[config.mk]
export PLATFORM = sky130hd
export DESIGN_NAME = rv_wb_arb
export DESIGN_NICKNAME = d
export VERILOG_FILES = /design/src/rtl/rv_wb_arb.sv
export SDC_FILE = /design/constraint.sdc
export NUM_CORES = 1
export LEC_CHECK = 0
export CORE_MARGIN = 4
export CORE_UTILIZATION = 50
export CTS_CLUSTER_SIZE = 8
export DETAILED_ROUTE_END_ITERATION = 8
export PLACE_DENSITY = 0.8
export SLEW_MARGIN = 20
export SYNTH_ARGS = -nofsm -noshare
export SYNTH_HDL_FRONTEND = slang
export SYNTH_SLANG_ARGS = --single-unit
[constraint.sdc]
create_clock -name clk_i -period 4.75 [get_ports clk_i]
set_input_delay 1.425 -clock clk_i [delete_from_list [all_inputs] [get_ports clk_i]]
set_output_delay 1.425 -clock clk_i [all_outputs]
set_load 0.02 [all_outputs]
[src/rtl/rv_wb_arb.sv]
// Writeback arbiter: merges in-order source A and FIFO-buffered source B onto one GPR write port.
// Latency: 1 cycle from grant to wr_en_o; a B result needs at least 2 cycles from push to write.
// Backpressure: a_ready_o is the combinational grant; b_ready_o depends only on registered FIFO fullness.
module rv_wb_arb #(
    parameter int XLEN       = 32,
    parameter int GPR_ADDR_W = 5,
    parameter int B_DEPTH    = 2,
    parameter int STARVE_MAX = 3
) (
    input  logic                  clk_i,
    input  logic                  rst_i,
    input  logic                  a_valid_i,
    output logic                  a_ready_o,
    input  logic [GPR_ADDR_W-1:0] a_addr_i,
    input  logic [XLEN-1:0]       a_data_i,
    input  logic                  b_valid_i,
    output logic                  b_ready_o,
    input  logic [GPR_ADDR_W-1:0] b_addr_i,
    input  logic [XLEN-1:0]       b_data_i,
    output logic                  wr_en_o,
    output logic [GPR_ADDR_W-1:0] wr_addr_o,
    output logic [XLEN-1:0]       wr_data_o,
    input  logic [GPR_ADDR_W-1:0] r1_addr_i,
    input  logic [GPR_ADDR_W-1:0] r2_addr_i,
    output logic                  r1_fwd_o,
    output logic                  r2_fwd_o,
    output logic                  hazard_o
);

    localparam int PTR_W = (B_DEPTH > 1) ? $clog2(B_DEPTH) : 1;
    localparam int CNT_W = $clog2(B_DEPTH + 1);
    localparam int STV_W = (STARVE_MAX > 0) ? $clog2(STARVE_MAX + 1) : 1;
    localparam logic [CNT_W-1:0] FULL_CNT = CNT_W'(B_DEPTH);
    localparam logic [STV_W-1:0] STV_LIM  = STV_W'(STARVE_MAX);

    logic [GPR_ADDR_W-1:0] ent_addr [B_DEPTH];
    logic [XLEN-1:0]       ent_data [B_DEPTH];
    logic [B_DEPTH-1:0]    ent_vld;
    logic [B_DEPTH-1:0]    ent_vld_nxt;
    logic [PTR_W-1:0]      rd_ptr;
    logic [PTR_W-1:0]      wr_ptr;
    logic [CNT_W-1:0]      count;
    logic [STV_W-1:0]      starve_cnt;

    logic                  empty;
    logic                  full;
    logic                  push;
    logic                  sel_a;
    logic                  sel_b;
    logic                  grant;
    logic [GPR_ADDR_W-1:0] grant_addr;
    logic [XLEN-1:0]       grant_data;

    assign empty     = (count == '0);
    assign full      = (count == FULL_CNT);
    assign b_ready_o = !full;
    assign push      = b_valid_i && !full;

    // B wins when A is idle, when the FIFO is full, or when B has waited STARVE_MAX A grants.
    assign sel_b     = !empty && (!a_valid_i || full || (starve_cnt == STV_LIM));
    assign sel_a     = a_valid_i && !sel_b;
    assign a_ready_o = sel_a;
    assign grant     = sel_a || sel_b;

    assign grant_addr = sel_b ? ent_addr[rd_ptr] : a_addr_i;
    assign grant_data = sel_b ? ent_data[rd_ptr] : a_data_i;

    always_comb begin
        ent_vld_nxt = ent_vld;
        if (push) begin
            ent_vld_nxt[wr_ptr] = 1'b1;
        end
        if (sel_b) begin
            ent_vld_nxt[rd_ptr] = 1'b0;
        end
    end

    always_ff @(posedge clk_i) begin
        if (push) begin
            ent_addr[wr_ptr] <= b_addr_i;
            ent_data[wr_ptr] <= b_data_i;
        end
    end

    always_ff @(posedge clk_i) begin
        if (rst_i) begin
            ent_vld    <= '0;
            rd_ptr     <= '0;
            wr_ptr     <= '0;
            count      <= '0;
            starve_cnt <= '0;
        end else begin
            ent_vld <= ent_vld_nxt;
            if (push) begin
                wr_ptr <= wr_ptr + PTR_W'(1);
            end
            if (sel_b) begin
                rd_ptr <= rd_ptr + PTR_W'(1);
            end
            count <= count + CNT_W'(push) - CNT_W'(sel_b);
            if (empty || sel_b) begin
                starve_cnt <= '0;
            end else if (sel_a && (starve_cnt != STV_LIM)) begin
                starve_cnt <= starve_cnt + STV_W'(1);
            end
        end
    end

    // x0 results are consumed by the grant but never reach the register file.
    always_ff @(posedge clk_i) begin
        if (rst_i) begin
            wr_en_o   <= 1'b0;
            wr_addr_o <= '0;
            wr_data_o <= '0;
        end else begin
            wr_en_o <= grant && (grant_addr != '0);
            if (grant && (grant_addr != '0)) begin
                wr_addr_o <= grant_addr;
                wr_data_o <= grant_data;
            end
        end
    end

    assign r1_fwd_o = wr_en_o && (r1_addr_i == wr_addr_o) && (r1_addr_i != '0);
    assign r2_fwd_o = wr_en_o && (r2_addr_i == wr_addr_o) && (r2_addr_i != '0);

    always_comb begin
        hazard_o = 1'b0;
        for (int i = 0; i < B_DEPTH; i++) begin
            if (ent_vld[i] && (ent_addr[i] != '0) &&
                ((ent_addr[i] == r1_addr_i) || (ent_addr[i] == r2_addr_i))) begin
                hazard_o = 1'b1;
            end
        end
    end

endmodule

Word level (Yosys, flattened, before mapping)
Memories as Yosys holds them, arrays and structs flattened. A register that Yosys moved wholly into a read port is not among the register bits.
Index checks and enable logic that the tools add are counted.
{ "totals": {"reg_bits": 46, "mem_bits_rw": 74, "in_bits": 88, "out_inout_bits": 43, "elab_cells": 79, "n_memories": 2} }
{ "op_classes": {"add_sub_neg": 5, "order_cmp": 4, "eq_ne": 9, "muxes": 16, "bitwise_logic": 3, "n_reduce_logical": 32} }
{ "memory_table": {"columns": ["name", "depth", "word_bits", "read_ports", "rd_clocked_by_memory_dff", "write_ports", "line_no", "rtl"], "rows": [
  ["ent_data", 2, 32, 1, 1, 1, "37", "logic [XLEN-1:0] ent_data [B_DEPTH];"],
  ["ent_addr", 2, 5, 3, 1, 1, "36", "logic [GPR_ADDR_W-1:0] ent_addr [B_DEPTH];"]
]} }
{ "op_table": {"columns": ["cell", "count"], "rows": [
  ["$mux W32", 1],
  ["$eq A5 B5 Y1", 6],
  ["$reduce_bool A5 Y1", 5],
  ["$logic_and A1 B1 Y1", 15],
  ["$mux W1", 10],
  ["$logic_or A1 B1 Y1", 6],
  ["$mux W5", 1],
  ["$eq A2 B2 Y1 const B", 2],
  ["$logic_not A1 Y1", 4],
  ["$lt A1 B2 Y1 const B", 2],
  ["$mux W2", 2],
  ["$add A1 B1 Y1 const B", 2],
  ["$add A2 B1 Y2", 1],
  ["$add A2 B1 Y2 const B", 1],
  ["$and A2 B2 Y2", 1],
  ["$demux W1 S1", 2],
  ["$ge A1 B1 Y1 const B", 2],
  ["$logic_not A2 Y1", 1],
  ["$ne A2 B2 Y1 const B", 1],
  ["$not A2 Y2", 1],
  ["$or A2 B2 Y2", 1],
  ["$reduce_or A2 Y1", 1],
  ["$sub A2 B1 Y2", 1]
]} }

Logic depth before layout (Yosys ltp)
{ "logic_depth": {"depth_word": 8, "ltp_mapped": 10, "depth_no_buf": 10} }

Least setup slack after synthesis
OpenSTA, ideal clock, no wires.
{ "synth_path": {"path_type": "input-to-output", "start": "input port r1_addr_i[4]", "end": "output port hazard_o", "t_arrival_ns": 2.235, "required_time_ns": 3.325, "slack_ns": 1.090, "stages": 5, "n_path_buf": 0, "path_cell_list": "xnor2_1 > nand3_1 > nor3_1 > a31oi_1 > o22ai_1"} }
{ "synth_via": {"elab_chain_cells": 5, "word_cells_on_any_way": 8, "cone_classes": "eq/ne: 2; mux: 2; reduce/logical: 4"} }
{ "synth_lines": {"columns": ["item", "line_no", "rtl"], "rows": [
  ["start, declared", "23", "input logic [GPR_ADDR_W-1:0] r1_addr_i,"],
  ["$eq A5 B5 Y1", "131", "((ent_addr[i] == r1_addr_i) || (ent_addr[i] == r2_addr_i))) begin"],
  ["$logic_or A1 B1 Y1", "131", null],
  ["$logic_and A1 B1 Y1", "130", "if (ent_vld[i] && (ent_addr[i] != '0) &&"],
  ["$mux W1", "130", null],
  ["$mux W1 (*)", "130", null],
  ["end, declared", "27", "output logic hazard_o"]
]} }
Every way passes the cells marked *; elsewhere a longest branch is shown, timed or not.

Worst setup path in the final report
{ "layout_path": {"start": "input port r1_addr_i[4]", "end": "output port r1_fwd_o"} }
{ "layout_via": {"elab_chain_cells": 3, "word_cells_on_any_way": 4, "cone_classes": "eq/ne: 1; reduce/logical: 3"} }
{ "layout_lines": {"columns": ["item", "line_no", "rtl"], "rows": [
  ["$eq A5 B5 Y1", "124", "assign r1_fwd_o = wr_en_o && (r1_addr_i == wr_addr_o) && (r1_addr_i != '0);"],
  ["$logic_and A1 B1 Y1", "124", null],
  ["$logic_and A1 B1 Y1 (*)", "124", null],
  ["end, declared", "25", "output logic r1_fwd_o,"]
]} }
Marks and branches as above.

==> impl.org <==
** Status
- Status :: complete, no violations

** Synthesis
- Proportion of register bits with asynchronous set or reset after synthesis :: 0
- Syn Area/Cell :: roughly 11 um^2
- Cell type with the largest total area after synthesis :: sky130_fd_sc_hd__edfxtp_1
- The synthesized design contains 74 enable-type register cells.
- Of the synthesized area, sequential elements account for 0.580.
- The synthesized netlist occupies a cell area of around 5500 um^2.
- For this run, the number of Yosys warnings is 0.
- Synthesized net count :: between 500 and 600
- Yosys instantiated no cell more often than sky130_fd_sc_hd__edfxtp_1.
- After synthesis the netlist holds a flip-flop and latch count of between 100 and 150.
- Post-synthesis instance total :: around 480
- In the post-synthesis netlist, the biggest area contributors are sky130_fd_sc_hd__edfxtp_1, sky130_fd_sc_hd__dfxtp_1, sky130_fd_sc_hd__mux2i_1, sky130_fd_sc_hd__a21oi_1, sky130_fd_sc_hd__nor3_1.
- Of the post-synthesis cell area, the dominant cell type holds 0.407.
- Number of distinct library cells after synthesis :: 44
- Commonest cells post-synth :: sky130_fd_sc_hd__edfxtp_1, sky130_fd_sc_hd__a21oi_1, sky130_fd_sc_hd__dfxtp_1, sky130_fd_sc_hd__nor3_1, sky130_fd_sc_hd__mux2i_1
- Flip-flop cell with the highest count after synthesis :: sky130_fd_sc_hd__edfxtp_1

** Global route
- The first global-routing pass estimated ~22000 um of wire.
- Largest net degree at the start of global routing :: 68
- Number of global-route vias before repair :: between 4000 and 5000
- In the global route stage, overall resource usage came out at 0.220.
- The number of antenna violations at the first check in global routing is 0.
- After global routing the overflow that remains totals 0.

** Final layout
- Finished layout cell area :: 7360 um^2
- The number of antenna diodes in the final layout is 0.
- Multi-input logic area :: 2090 um^2
- Of the cells placed in the final design, the portion with a size suffix greater than 1 is 0.0835.
- In the final design database the tool counted 689 nets.
- Layout fillers :: around 790
- In the final layout, flip-flops and latches occupy 3160 um^2.
- The area growth from synthesis to layout is 35.0%.
- Final Core Density :: 0.704

** Clocking
- TritonCTS built the clock tree.
- Maximum count of clock buffers along a single path :: 2
- Clock-pin slew was measured on the worst setup and hold paths at roughly 60 ps.
- Number of clock sinks :: roughly 120
- Root buffer cell :: sky130_fd_sc_hd__clkbuf_8
- TritonCTS created 17 clock buffers.
- Hold repair after CTS inserted 0 buffers.
- H-tree levels :: 4
- Clock latency of the later-clocked register in the worst-skew pair :: about 500 ps

** STA
- Setup violations remaining at the end of the flow were counted as 0.
- Across the routed clock network, the largest skew measured is approximately 12 ps.
- Number of pins with negative max-slew slack in the final report :: 0
- Unrepaired setup endpoints after global routing :: no
- The final hold violation count came to 0.
- Tcrit/Tclk final :: 0.990
- Worst rel slew slack :: 0.367
- The smallest clock period supported by the final layout is computed as roughly 4700 ps.
- Pin slew with the least headroom to its limit :: approximately 950 ps
- Timing would allow up to 213 MHz.
- Post-route setup TNS :: 0 ps

** Floorplan
- Site row count :: 37
- The floorplan step set the die height to between 100 and 150 um.
- Count of boundary I/O pins :: 131
- Starting Density :: 0.521
- The floorplan step defined a die boundary enclosing ~13000 um^2.
- The die is approximately 110 um wide.
- After floorplanning, the core was sized to cover between 10000 and 15000 um^2.

** Drt
- Routed length per instance :: between 15 and 20 um
- Number of nets still failing antenna checks after routing :: 0
- The routed design has ~14000 um of wire.
- In the routed design, unresolved DRC markers number 0.
- Post-DR vias/cell :: about 5.7
- Iter 0 DRT Violations :: 320
- The routed layout has around 4200 vias.
- The pre-antenna-repair detailed-routing pass consisted of 5 iterations.

** Worst setup path
- Crit path max fanout :: 4
- Startpoint types :: input pin
- The worst setup path is captured at an output port.
- At the worst endpoint, the required time is between 3000 and 4000 ps.
- Data on the critical path arrives at its endpoint at between 3000 and 4000 ps.
- The worst setup path is of the in2out kind.

** Placement
- Once detailed placement completed, the half-perimeter wirelength came to 9320 um.
- Input and output buffers added on the ports amount to 130.
- The congestion estimate from routability-driven global placement came to roughly 0.86.
- Total placed instance area :: a little under 7000 um^2

** Power
- Peak VDD IR :: roughly 330 uV
- The design draws 4.18 mW.
- Power density over the cells :: 567 nW/um^2
- For this design the static power due to leakage is around 2.6 nW.

** Worst hold path
- Path class of the lowest-slack min-delay path :: reg2reg

** Flow run
- Max Cap Viol :: 0
-- power by group --
group / switching [mW] / total [mW] / internal [mW]
Sequential: 0.140 / 1.48 / 1.34
Clock: 0.463 / 1.23 / 0.764
Combinational: 0.820 / 1.46 / 0.643
-- what timing repair did --
item	in CTS	in global routing
gates resized for setup	1	1
setup buffers	0	0
endpoints found under the setup margin	1	1
-- area by class of cell --
type                       count  area share
clock buffer                  19      0.0586
clock inverter                13      0.0194
inverter                       2     0.00136
multi-input combinational    318       0.283
sequential                   121       0.430
tap                          136      0.0231
timing repair buffer         138       0.184
-- critical path: stages --
cell                              delay [ps]
sky130_fd_sc_hd__clkdlybuf4s50_1         490
sky130_fd_sc_hd__nor3_1                  220
sky130_fd_sc_hd__a21oi_1                  60
sky130_fd_sc_hd__nor4_1                  280
sky130_fd_sc_hd__and3_1                  200
sky130_fd_sc_hd__clkdlybuf4s50_1         600
-- cell families (layout without fill, tap and decap cells) --
| kind of cell | count (synthesis) | after routing | synth area share |
|---|---|---|---|
| AO/OA/AOI/OAI | 128 | 128 | 0.125 |
| flip-flops | 121 | 121 | 0.580 |
| AND/OR/NAND/NOR | 118 | 118 | 0.127 |
| buffers and inverters | 39 | 172 | 0.0417 |
| multiplexers | 37 | 37 | 0.0679 |
| XOR/XNOR | 32 | 32 | 0.0514 |
| adder cells (fa/ha/maj) | 3 | 3 | 0.00688 |
-- placed cells by master, fill, tap and decap left out, types with 2 or more instances in the layout --
master	instances
sky130_fd_sc_hd__clkbuf_8	2
sky130_fd_sc_hd__nand2_1	5
sky130_fd_sc_hd__clkdlybuf4s50_1	127
sky130_fd_sc_hd__a221oi_1	3
sky130_fd_sc_hd__bufinv_16	2
sky130_fd_sc_hd__or3_1	33
sky130_fd_sc_hd__ha_1	3
sky130_fd_sc_hd__inv_6	4
sky130_fd_sc_hd__a31oi_1	5
sky130_fd_sc_hd__clkbuf_16	16
sky130_fd_sc_hd__dfxtp_1	46
sky130_fd_sc_hd__xnor2_1	14
sky130_fd_sc_hd__o22ai_1	2
sky130_fd_sc_hd__o211ai_1	2
sky130_fd_sc_hd__o21ai_1	12
sky130_fd_sc_hd__a21oi_1	72
sky130_fd_sc_hd__buf_4	8
sky130_fd_sc_hd__nor2_4	2
sky130_fd_sc_hd__nor3_1	47
sky130_fd_sc_hd__nor2_1	9
sky130_fd_sc_hd__xor2_1	18
sky130_fd_sc_hd__clkinvlp_4	4
sky130_fd_sc_hd__nor4_1	5
sky130_fd_sc_hd__mux2i_1	37
sky130_fd_sc_hd__nor4b_4	2
sky130_fd_sc_hd__edfxtp_1	74
sky130_fd_sc_hd__nand3_1	2
sky130_fd_sc_hd__and3_1	2
sky130_fd_sc_hd__o21ai_0	28
-- layer usage --
metal	track usage	wire, um	vias to the layer above
met5	0	0	-
met2	0.384	7090	152
met1	0.274	5750	2023
met3	0.0442	805	18
met4	0.0705	231	0
li1	-	-	2031
-- stage by stage --
step | worst slack [ps] | hold WS, ps | instances
finish | 46.9 | 431 | 747
global route | 21.3 | 453 | 747
CTS | 58.8 | 435 | 747
detailed placement | -29.3 | 427 | 715
global placement | 7.54 | 418 | 715
floorplan | 1090 | 408 | 478
-- worst paths after layout --
kind                 start             to  slack [ps]  cells after the start
min reg2reg  starve_cnt[0]  starve_cnt[0]         430                      1
max reg2reg  starve_cnt[0]   wr_data_o[1]        2020                      9
max           r1_addr_i[4]       r1_fwd_o          50                      6
min          starve_cnt[0]  starve_cnt[0]         430                      1
-- registers in the layout (all words and copies together), names as in the netlist, named ones only --
register    count
ent_data       64
wr_data_o      32
ent_addr       10
wr_addr_o       5
count           2
ent_vld         2
starve_cnt      2
rd_ptr          1
wr_en_o         1
wr_ptr          1
(Power assumes the default switching activity.)
